--- config.mk ---
export PLATFORM = sky130hd
export DESIGN_NAME = bus_arbiter_flat
export DESIGN_NICKNAME = d
export VERILOG_FILES = /design/src/rtl/bus_arbiter_if.sv /design/src/rtl/bus_arbiter.sv /design/src/flat_wrapper.sv
export SDC_FILE = /design/constraint.sdc
export NUM_CORES = 1
export LEC_CHECK = 0
export CORE_MARGIN = 2
export CORE_UTILIZATION = 40
export DETAILED_ROUTE_END_ITERATION = 8
export DONT_BUFFER_PORTS = 1
export PLACE_DENSITY_LB_ADDON = 0.08
export SLEW_MARGIN = 20
export SYNTH_ARGS = -nofsm -noshare
export SYNTH_HDL_FRONTEND = slang
export SYNTH_SLANG_ARGS = --single-unit
--- constraint.sdc ---
create_clock -name i_clk -period 1.6 [get_ports i_clk]
set_input_delay 0.24 -clock i_clk [delete_from_list [all_inputs] [get_ports i_clk]]
set_output_delay 0.24 -clock i_clk [all_outputs]
set_load 0.01 [all_outputs]
--- src/rtl/bus_arbiter_if.sv ---
// Request/grant signal bundle shared by the CPU-bus arbiter and its requesters.
// The arbiter uses the master modport. Requesters, or a bench acting for them, use the slave modport.
interface bus_arbiter_if #(
    parameter int N_REQ = 4
);
    localparam int IDW = (N_REQ > 1) ? $clog2(N_REQ) : 1;

    logic [N_REQ-1:0] i_req;
    logic [N_REQ-1:0] i_lock;
    logic [N_REQ-1:0] o_grant;
    logic [IDW-1:0]   o_grantId;
    logic             o_busy;
    logic             o_timeout;

    modport master (
        input  i_req,
        input  i_lock,
        output o_grant,
        output o_grantId,
        output o_busy,
        output o_timeout
    );

    modport slave (
        output i_req,
        output i_lock,
        input  o_grant,
        input  o_grantId,
        input  o_busy,
        input  o_timeout
    );
endinterface

--- src/rtl/bus_arbiter.sv ---
// Round-robin arbiter for the shared 24-bit CPU bus. It enforces a hold-time limit and
// inserts an idle turnaround window after every ownership change.
module bus_arbiter #(
    parameter int N_REQ      = 4,
    parameter int MAX_HOLD   = 16,
    parameter int TURNAROUND = 1
) (
    input  logic          i_clk,
    input  logic          i_reset,
    bus_arbiter_if.master bus
);
    localparam int IDW = (N_REQ > 1) ? $clog2(N_REQ) : 1;
    localparam int HW  = $clog2(MAX_HOLD + 1);
    localparam int TW  = (TURNAROUND > 1) ? $clog2(TURNAROUND) : 1;

    localparam logic [IDW-1:0]   LAST_INIT = IDW'(N_REQ - 1);
    localparam logic [HW-1:0]    HOLD_MAX  = HW'(MAX_HOLD);
    localparam logic [HW-1:0]    HOLD_LIM  = HW'(MAX_HOLD - 1);
    localparam logic [TW-1:0]    TURN_INIT = TW'(TURNAROUND - 1);
    localparam logic [N_REQ-1:0] ONE_HOT0  = N_REQ'(1);

    typedef enum logic [1:0] {
        IDLE  = 2'd0,
        GRANT = 2'd1,
        TURN  = 2'd2
    } state_t;

    state_t          state_r;
    logic [IDW-1:0]  last_r;
    logic [HW-1:0]   hold_r;
    logic [TW-1:0]   turn_r;

    logic [IDW:0]    pick_s;
    logic            found_s;
    logic [IDW-1:0]  winner_s;
    logic            others_s;
    logic            rel_norm_s;
    logic            rel_pre_s;

    // The search starts just after the last owner, so the previous owner has the lowest priority.
    function automatic logic [IDW:0] rr_pick(input logic [N_REQ-1:0] req, input logic [IDW-1:0] last);
        logic           found;
        logic [IDW-1:0] win;
        logic [IDW-1:0] idx;
        found = 1'b0;
        win   = '0;
        for (int i = 1; i <= N_REQ; i++) begin
            idx = IDW'((int'(last) + i) % N_REQ);
            if (!found && req[idx]) begin
                found = 1'b1;
                win   = idx;
            end else begin
                found = found;
            end
        end
        return {found, win};
    endfunction

    // Select the next winner and evaluate the owner's release conditions.
    always_comb begin
        pick_s     = rr_pick(bus.i_req, last_r);
        found_s    = pick_s[IDW];
        winner_s   = pick_s[IDW-1:0];
        others_s   = |(bus.i_req & ~bus.o_grant);
        rel_norm_s = ~bus.i_req[last_r];
        rel_pre_s  = (hold_r >= HOLD_LIM) & ~bus.i_lock[last_r] & others_s;
    end

    // Arbitration FSM. All outputs are registered here.
    always_ff @(posedge i_clk) begin
        if (i_reset) begin
            state_r       <= IDLE;
            last_r        <= LAST_INIT;
            hold_r        <= '0;
            turn_r        <= '0;
            bus.o_grant   <= '0;
            bus.o_grantId <= '0;
            bus.o_busy    <= 1'b0;
            bus.o_timeout <= 1'b0;
        end else begin
            bus.o_timeout <= 1'b0;
            case (state_r)
                IDLE: begin
                    if (found_s) begin
                        state_r       <= GRANT;
                        bus.o_grant   <= ONE_HOT0 << winner_s;
                        bus.o_grantId <= winner_s;
                        bus.o_busy    <= 1'b1;
                        last_r        <= winner_s;
                        hold_r        <= '0;
                    end
                end
                GRANT: begin
                    if (rel_norm_s || rel_pre_s) begin
                        state_r       <= TURN;
                        bus.o_grant   <= '0;
                        bus.o_busy    <= 1'b0;
                        bus.o_timeout <= ~rel_norm_s;
                        turn_r        <= TURN_INIT;
                    end else if (hold_r < HOLD_MAX) begin
                        hold_r <= hold_r + HW'(1);
                    end
                end
                TURN: begin
                    // When the count reaches zero, arbitrate again in this same cycle. This adds no extra gap cycle.
                    if (turn_r != '0) begin
                        turn_r <= turn_r - TW'(1);
                    end else if (found_s) begin
                        state_r       <= GRANT;
                        bus.o_grant   <= ONE_HOT0 << winner_s;
                        bus.o_grantId <= winner_s;
                        bus.o_busy    <= 1'b1;
                        last_r        <= winner_s;
                        hold_r        <= '0;
                    end else begin
                        state_r <= IDLE;
                    end
                end
                default: begin
                    state_r     <= IDLE;
                    bus.o_grant <= '0;
                    bus.o_busy  <= 1'b0;
                end
            endcase
        end
    end
endmodule

--- src/flat_wrapper.sv ---
// flat-port wrapper written by rule: the top's interface ports become plain ports
module bus_arbiter_flat 
#(
    parameter int N_REQ      = 4,
    parameter int MAX_HOLD   = 16,
    parameter int TURNAROUND = 1
)
  (i_clk, i_reset, bus_i_req, bus_i_lock, bus_o_grant, bus_o_grantId, bus_o_busy, bus_o_timeout);
  bus_arbiter_if #(.N_REQ(N_REQ)) bus_i ();
  input  logic i_clk;
  input  logic i_reset;
  input wire logic [$bits(bus_i.i_req)-1:0] bus_i_req;
  input wire logic [$bits(bus_i.i_lock)-1:0] bus_i_lock;
  output wire logic [$bits(bus_i.o_grant)-1:0] bus_o_grant;
  output wire logic [$bits(bus_i.o_grantId)-1:0] bus_o_grantId;
  output wire logic [$bits(bus_i.o_busy)-1:0] bus_o_busy;
  output wire logic [$bits(bus_i.o_timeout)-1:0] bus_o_timeout;
  assign bus_i.i_req = bus_i_req;
  assign bus_i.i_lock = bus_i_lock;
  assign bus_o_grant = bus_i.o_grant;
  assign bus_o_grantId = bus_i.o_grantId;
  assign bus_o_busy = bus_i.o_busy;
  assign bus_o_timeout = bus_i.o_timeout;
  bus_arbiter #(.N_REQ(N_REQ), .MAX_HOLD(MAX_HOLD), .TURNAROUND(TURNAROUND)) u_core (.i_clk(i_clk), .i_reset(i_reset), .bus(bus_i));
endmodule
==> run summary, run 1 <==
The number of nets in the synthesized netlist is 121. The fraction of synthesized cell area taken by the top area cell type came out at 0.3701. The initial antenna violation count was 0. The H-tree depth was 1; the final worst slack was -181.2 ps. The total placed cells including tap cells was 145; the maximum number of pins on one net before global-route repair was 18. The worst hold-check slack was 8.587 ps; the worst-case headroom to the max-slew limit was 0.6143.

Combined area of the multi-input logic cells: 658.1 um^2. The kind of launch point of the worst setup path is a flip-flop. In this run the static leakage power is 0.4392 nW. The number of DRC violations after detailed-routing iteration 0 is 9, and the total global routing overflow is 0. 0 antenna diodes ended up in the layout. The tools report the global-route wire length before repair as 3815 um. TritonCTS built the clock tree. The die boundary width was 51.95 um; the maximum buffer depth of the clock tree was 2. Synthesis handed over a netlist of 109 instances.

The clock transition at the registers of the reported paths is 100 ps. The most common flop cell mapped by yosys was dfxtp_1. The number of library cell types mapped by synthesis is 34. The register-to-register path setup slack is -180 ps, and the number of hold violations in the final report is 0. The first detailed-routing pass ran for 4 iterations. Ranked by total cell area, the synthesized netlist is headed by dfxtp_1 (37%), nor2_1 (6.9%), nand2b_1 (6.8%). The run finished, with violations left.

Setup violations remaining at the end of the flow were counted as 12. Counting flops with a built-in enable in the synthesized netlist gives 0. The post-route fraction of the period consumed by the critical path was 1.113; the number of remaining DRC errors was 0. The via count of the first global-routing pass is 858.

Subtracting the final worst setup slack from the clock period gives 1781 ps. In the final layout, flip-flops and latches occupy 346.6 um^2. After detailed routing, the average wire length per cell comes to 14.49 um.

IR analysis of the VDD net gives a maximum drop of 0.4694 mV. Clock root buffer master: clkbuf_4. At the end of routability-driven placement, the weighted congestion stood at 0.8287. The total routing resource utilization after global routing was 0.1918. The count of final max-slew check failures is 0, and the post-synthesis instance area is 919.6 um^2. The logs give 154 for the filler-free cell count of the finished design and 1044 um^2 for the instance area after placement. The share of synthesized flip-flops with an asynchronous set or reset works out to 0. Setup repair after global routing could not meet its margin everywhere. In this run the count of I/O pins placed on the die edge is 18. For the initial cell density of the core, the log shows 0.4198. Share of post-route cells with drive strength above 1: 0.3095. The tightest min-delay check is of the in2reg type. Once layout is done, the placed cells without fillers occupy 1200 um^2. The run gives 139 as the layout net count. The routed design has 2232 um of wire.

The checks that failed: negative setup slack. The maximum fanout count along the critical path is 4. Using the TritonRoute via totals, the vias-per-cell ratio works out to 5.513. The die is 51.95 um tall.

The area inside the core boundary is 2191 um^2, and the achievable clock frequency is 561.4 MHz. Dividing total power by cell area gives a power density of 822.9 nW/um^2. The number of clock buffers inserted by TritonCTS is 3.

The final setup skew was 5.410 ps; the register bit total from synthesis was 17. The run gives 1 as the post-cts hold buffer count. The run gives 1980 ps as the data arrival at the endpoint of the critical path. Number of clock sinks: 17.

The transition time of the tightest slew-check pin works out to 569.6 ps. For the post-synthesis sequential area ratio, the log shows 0.3701. The cell accounting for the most synthesized area is dfxtp_1. During synthesis, Yosys emitted a total of 0 warnings.

The full die area was 2699 um^2. The filler cells instantiated in the layout total 214. The worst setup path is captured at a flip-flop.

STA puts the critical path data required time at 1800 ps. Max capacitance violation total: 0. Port buffering added 0 buffers. The average size of a mapped cell came out at 8.437 um^2. The number of placement rows was 17; the number of antenna-violating nets in the routed design was 0. Clock latency on the worst-skew pair, taken at its later pin, is 280 ps. The routed layout has 849 vias. From synthesis to final layout, the design area changed by 30.48%.

Detailed placement ended at an HPWL of 1582 um. The commonest cells after synthesis are dfxtp_1 (17), nor2_1 (17), nand2b_1 (10), o21ai_0 (9), a21oi_1 (8). The startpoint-to-endpoint class of the critical path is reg2reg.
-- routing by layer --
| metal | share of wire | vias up | track usage |
|---|---|---|---|
| li1 | - | 428 | - |
| met5 | 0 | - | 0 |
| met1 | 0.46 | 405 | 0.2353 |
| met3 | 0.042 | 2 | 0.05172 |
| met4 | 0.0094 | 0 | 0.06579 |
| met2 | 0.49 | 14 | 0.3207 |
-- registers in the layout, summed over array words and instances (netlist names) --
name / count
u_core.state_r: 2
u_core.last_r: 2
u_core.hold_r: 5
u_core.bus.o_grant: 4
u_core.bus.o_timeout: 1
u_core.bus.o_busy: 1
u_core.bus.o_grantId: 2
-- path summary, 6_finish.rpt --
check,start,end,depth (start not counted)
setup reg to reg,u_core.last_r[0],u_core.hold_r[3],5
hold / removal,i_reset,u_core.hold_r[0],1
hold reg to reg,u_core.bus.o_grant[1],u_core.bus.o_grant[1],2
setup / recovery,u_core.last_r[0],u_core.hold_r[3],5
-- per-stage QoR --
step / worst slack [ps] / utilization / TNS [ps] / total power [mW]
final: -181.2 / 0.5477 / -1356 / 0.9874
after global routing: -219.1 / 0.5477 / -2020 / 1.054
after CTS: -148.6 / 0.5191 / -1008 / 0.9723
after detailed placement: -179.0 / 0.4763 / -1109 / 0.7159
after global placement: -178.7 / 0.4763 / -931.1 / 0.7132
after floorplan: -27.43 / - / -27.43 / 0.6585
-- critical path, cell delays in order (launching register included) --
cell and delay, ps:
dfxtp_4 370, mux4_2 530, a41oi_4 300, a21boi_2 120
and3_4 200, o41ai_2 180
-- layout by cell type (no fill, tap or decap), types with 2 or more instances in the layout --
master    netlist  layout
o21ai_0         9       3
o21ai_1         0       5
mux4_2          1       2
nand3b_1        2       2
clkbuf_4        0       3
dfxtp_2         0       2
and3_4          0       2
nor3_1          5       5
nand3_1         3       2
buf_4           0      15
nor2_1         17      15
nand2_1         5       5
inv_1           3       3
nor2_4          0       2
nand2b_1       10      10
ha_4            0       2
a21oi_1         8       6
nor2b_1         2       2
a21oi_4         0       2
dfxtp_1        17      14
-- power breakdown --
part	total, mW	leakage, nW	switching (mW)	internal, mW
registers	0.492	0.140	0.0362	0.456
clock network	0.226	0.0150	0.129	0.0967
logic	0.269	0.284	0.133	0.136
total	0.987	0.439	0.298	0.689
-- cell type report --
cell class | count | share of cell area
Tap cell | 28 | 0.02920
Clock buffer | 4 | 0.02190
Timing Repair Buffer | 16 | 0.1022
Sequential cell | 17 | 0.2888
Inverter | 3 | 0.009385
Multi-Input combinational cell | 86 | 0.5485
-- cell families after synthesis --
| kind of cell | after synthesis | synth area share |
|---|---|---|
| multiplexers | 2 | 0.05306 |
| AO/OA/AOI/OAI | 29 | 0.2232 |
| adder cells (fa/ha/maj) | 2 | 0.02721 |
| AND/OR/NAND/NOR | 51 | 0.2830 |
| XOR/XNOR | 2 | 0.01905 |
| flip-flops | 17 | 0.3701 |
| buffers and inverters | 6 | 0.02449 |
-- timing repair --
item / in CTS / in global routing
buffers inserted: 3 / 1
endpoints found under the setup margin: 12 / 15
resized for setup: 11 / 13
endpoints found under the hold margin: 1 / 8
pin swaps: 14 / 8
Power figures use the tool's default switching activity.
==> inputs of run 2 (changes only) <==
- clock period: 1.6 -> 2.2 ns (I/O delays scaled with it)
==> run summary, run 2 (same netlist as run 1, synthesis figures left out) <==
The run finished with clean final reports. The share of post-route cells with drive strength above 1 came out at 0.07207 (was 0.3095). Final worst slack: 276.3 ps (was -181.2 ps). The run gives 17 (unchanged) as the number of placement rows. The post-route fraction of the period consumed by the critical path was 0.8744 (was 1.113). The tools report the number of antenna cells inserted as 0 (unchanged). The required time at the worst-slack endpoint was 2430 ps (was 1800 ps); the number of antenna-violating nets in the routed design was 0 (unchanged). Die boundary width: 51.95 um (unchanged). The cell depth of the worst setup path is 8 (was 5), and the power density over the cells is 677.7 nW/um^2 (was 822.9 nW/um^2). The via count of the first global-routing pass is 694 (was 858), and the post-cts sizing count is 0 (was 11). The register-to-register path setup slack was 280 ps (was -180 ps). For the count of final max-slew check failures, the log shows 0 (unchanged).

The register ranked first by flip-flop count was u_core.hold_r (unchanged). The number of hold violations in the final report is 0 (unchanged). The logs give 2699 um^2 (unchanged) for the full die area and 0 ps (was -1356 ps) for the total negative setup slack. The number of buffer and inverter stages on the critical path is 0 (unchanged), and the count of filler cells inserted in the layout is 223 (was 214). The tools report the nature of the critical path endpoint as a flip-flop (unchanged). The tools report the clock root buffer master as clkbuf_4 (unchanged). The maximum buffer depth of the clock tree is 2 (unchanged), and the average routed wire per standard cell is 14.72 um (was 14.49 um). The height of the die works out to 51.95 um (unchanged).

The tools report the kind of launch point of the worst setup path as a flip-flop (unchanged). The post-cts hold buffer count is 0 (was 1), and the number of flip-flops under the largest register name is 5 (unchanged). Count of buffers from port buffering: 0 (unchanged).

The number of setup violations in the final report was 0 (was 12). The peak ir drop on the vdd network came out at 0.3840 mV (was 0.4694 mV). Data arrival at the endpoint of the critical path: 2160 ps (was 1980 ps).

The cell depth of the worst min-delay path is 1 (unchanged), and the detailed-route wire length is 2046 um (was 2232 um). The tools report the total half-perimeter wirelength after legalization and detailed placement as 1537 um (was 1582 um). For the H-tree depth, the log shows 1 (unchanged). Top Registers: u_core.hold_r x5, u_core.bus.o_grant x4 (unchanged).

For the maximum number of pins on one net before global-route repair, the log shows 18 (unchanged). The number of clock buffers inserted by TritonCTS is 3 (unchanged). Number of remaining DRC errors: 0 (unchanged). The maximum fanout count along the critical path was 6 (was 4).

The max capacitance violation total is 0 (unchanged). The initial cell density of the core came out at 0.4198 (unchanged). TritonCTS built the clock tree. Vias per cell: 5.554 (was 5.513). The tools report the number of DRC violations after detailed-routing iteration 0 as 20 (was 9). The worst reg-to-reg path cell count was 8 (was 5). The layout net count is 124 (was 139), and the longest individual stage delay on the worst path is 380 ps (was 530 ps). The routability congestion estimate from global placement is 0.7937 (was 0.8287). Setup repair after global routing left no endpoint under its margin.

The pre-CTS worst setup slack was 300.1 ps (was -179.0 ps); the total routing resource utilization after global routing was 0.1640 (was 0.1918). The transition time of the tightest slew-check pin came out at 833.5 ps (was 569.6 ps). The post-synthesis to final-layout area growth is 6.258% (was 30.48%), and the cell leakage power is 0.3564 nW (was 0.4392 nW). The tools report the global-route wire length before repair as 3222 um (was 3815 um). Worst path cell trace: ha_1 > and3_1 > ha_1 > nor2_1 > o21ai_0 > a21oi_1 > o21ai_0 > a21oi_1 (was mux4_2 > a41oi_4 > a21boi_2 > and3_4 > o41ai_2). The class of the worst hold path is in2reg (unchanged). The run gives 4 (unchanged) as the number of search-and-repair iterations in the first detailed-routing pass.

Clock transition at the registers of the reported paths: 110 ps (was 100 ps). The worst-case headroom to the max-slew limit was 0.4373 (was 0.6143); the post-CTS setup buffer count was 0 (was 3). Final setup skew: 15.72 ps (was 5.410 ps). Family of cells with the greatest summed delay on the critical path: compound AO/OA/AOI/OAI gates (unchanged). For the total I/O pin count, the log shows 18 (unchanged). The number of clock sinks was 17 (unchanged); the achievable clock frequency was 519.8 MHz (was 561.4 MHz). The clock latency of the later-clocked register in the worst-skew pair was 290 ps (was 280 ps). The slowest cell on the critical path is a21oi_1 (was mux4_2).

The startpoint-to-endpoint class of the critical path is reg2reg (unchanged). Commonest cells after routing, fill and taps aside: nor2_1 (17), dfxtp_1 (17), nand2b_1 (10) (was nor2_1 (15), buf_4 (15), dfxtp_1 (14)). The tools report the initial antenna violation count as 0 (unchanged).

The total via count in the routed design is 772 (was 849), and the area inside the core boundary is 2191 um^2 (unchanged). The final critical-path required period came out at 1924 ps (was 1781 ps). For the total global routing overflow, the log shows 0 (unchanged).
-- run 2: cell count changes in the layout (fill, tap and decap cells not counted), moves of 3 or more --
cell     delta
o21ai_1     -5
buf_4      -14
o21ai_0     +6
dfxtp_1     +3
-- run 2: per-layer routing --
metal	GRT usage	part of all wire	vias up
met3	0.06609	0.052	2
met4	0.06140	0.0083	0
met2	0.2447	0.45	14
li1	-	-	394
met5	0	0	-
met1	0.2107	0.49	362
-- run 2: area by class of cell --
| class | count | area (um^2) | share of cell area |
|---|---|---|---|
| Clock buffer | 4 | 26.28 | 0.02689 |
| Timing Repair Buffer | 1 | 7.507 | 0.007682 |
| Sequential cell | 17 | 340.3 | 0.3483 |
| Multi-Input combinational cell | 86 | 556.8 | 0.5698 |
| Tap cell | 28 | 35.03 | 0.03585 |
| Inverter | 3 | 11.26 | 0.01152 |
-- run 2: path summary, 6_finish.rpt --
check | startpoint | to
worst max-delay path | u_core.hold_r[0] | u_core.bus.o_grant[1]
worst min-delay path | i_reset | u_core.hold_r[4]
worst max register to register | u_core.hold_r[0] | u_core.bus.o_grant[1]
worst min register to register | u_core.hold_r[1] | u_core.hold_r[1]
-- run 2: where the power goes --
group          internal, mW  switching (mW)
logic                0.0599          0.0708
clock network        0.0704          0.0982
registers             0.331          0.0320
total                 0.461           0.201
-- run 2: worst reg2reg max path, cell delays in order (launching register included) --
cell and delay [ps]:
dfxtp_1 340, ha_1 210, and3_1 180, ha_1 190
nor2_1 70, o21ai_0 190, a21oi_1 380, o21ai_0 170
a21oi_1 160
-- run 2: per-stage QoR --
stage                     hold slack, ps    util  cell area, um^2  total power, mW  cells
final                              88.91  0.4460            977.2           0.6622    139
after global routing               74.82  0.4460            977.2           0.6929    139
after CTS                          86.24  0.4460            977.2           0.6650    139
after detailed placement           403.4  0.4340            950.9           0.5003    135
after global placement             400.8  0.4340            950.9           0.5008    135
after floorplan                    476.1       -            919.6           0.4746    109
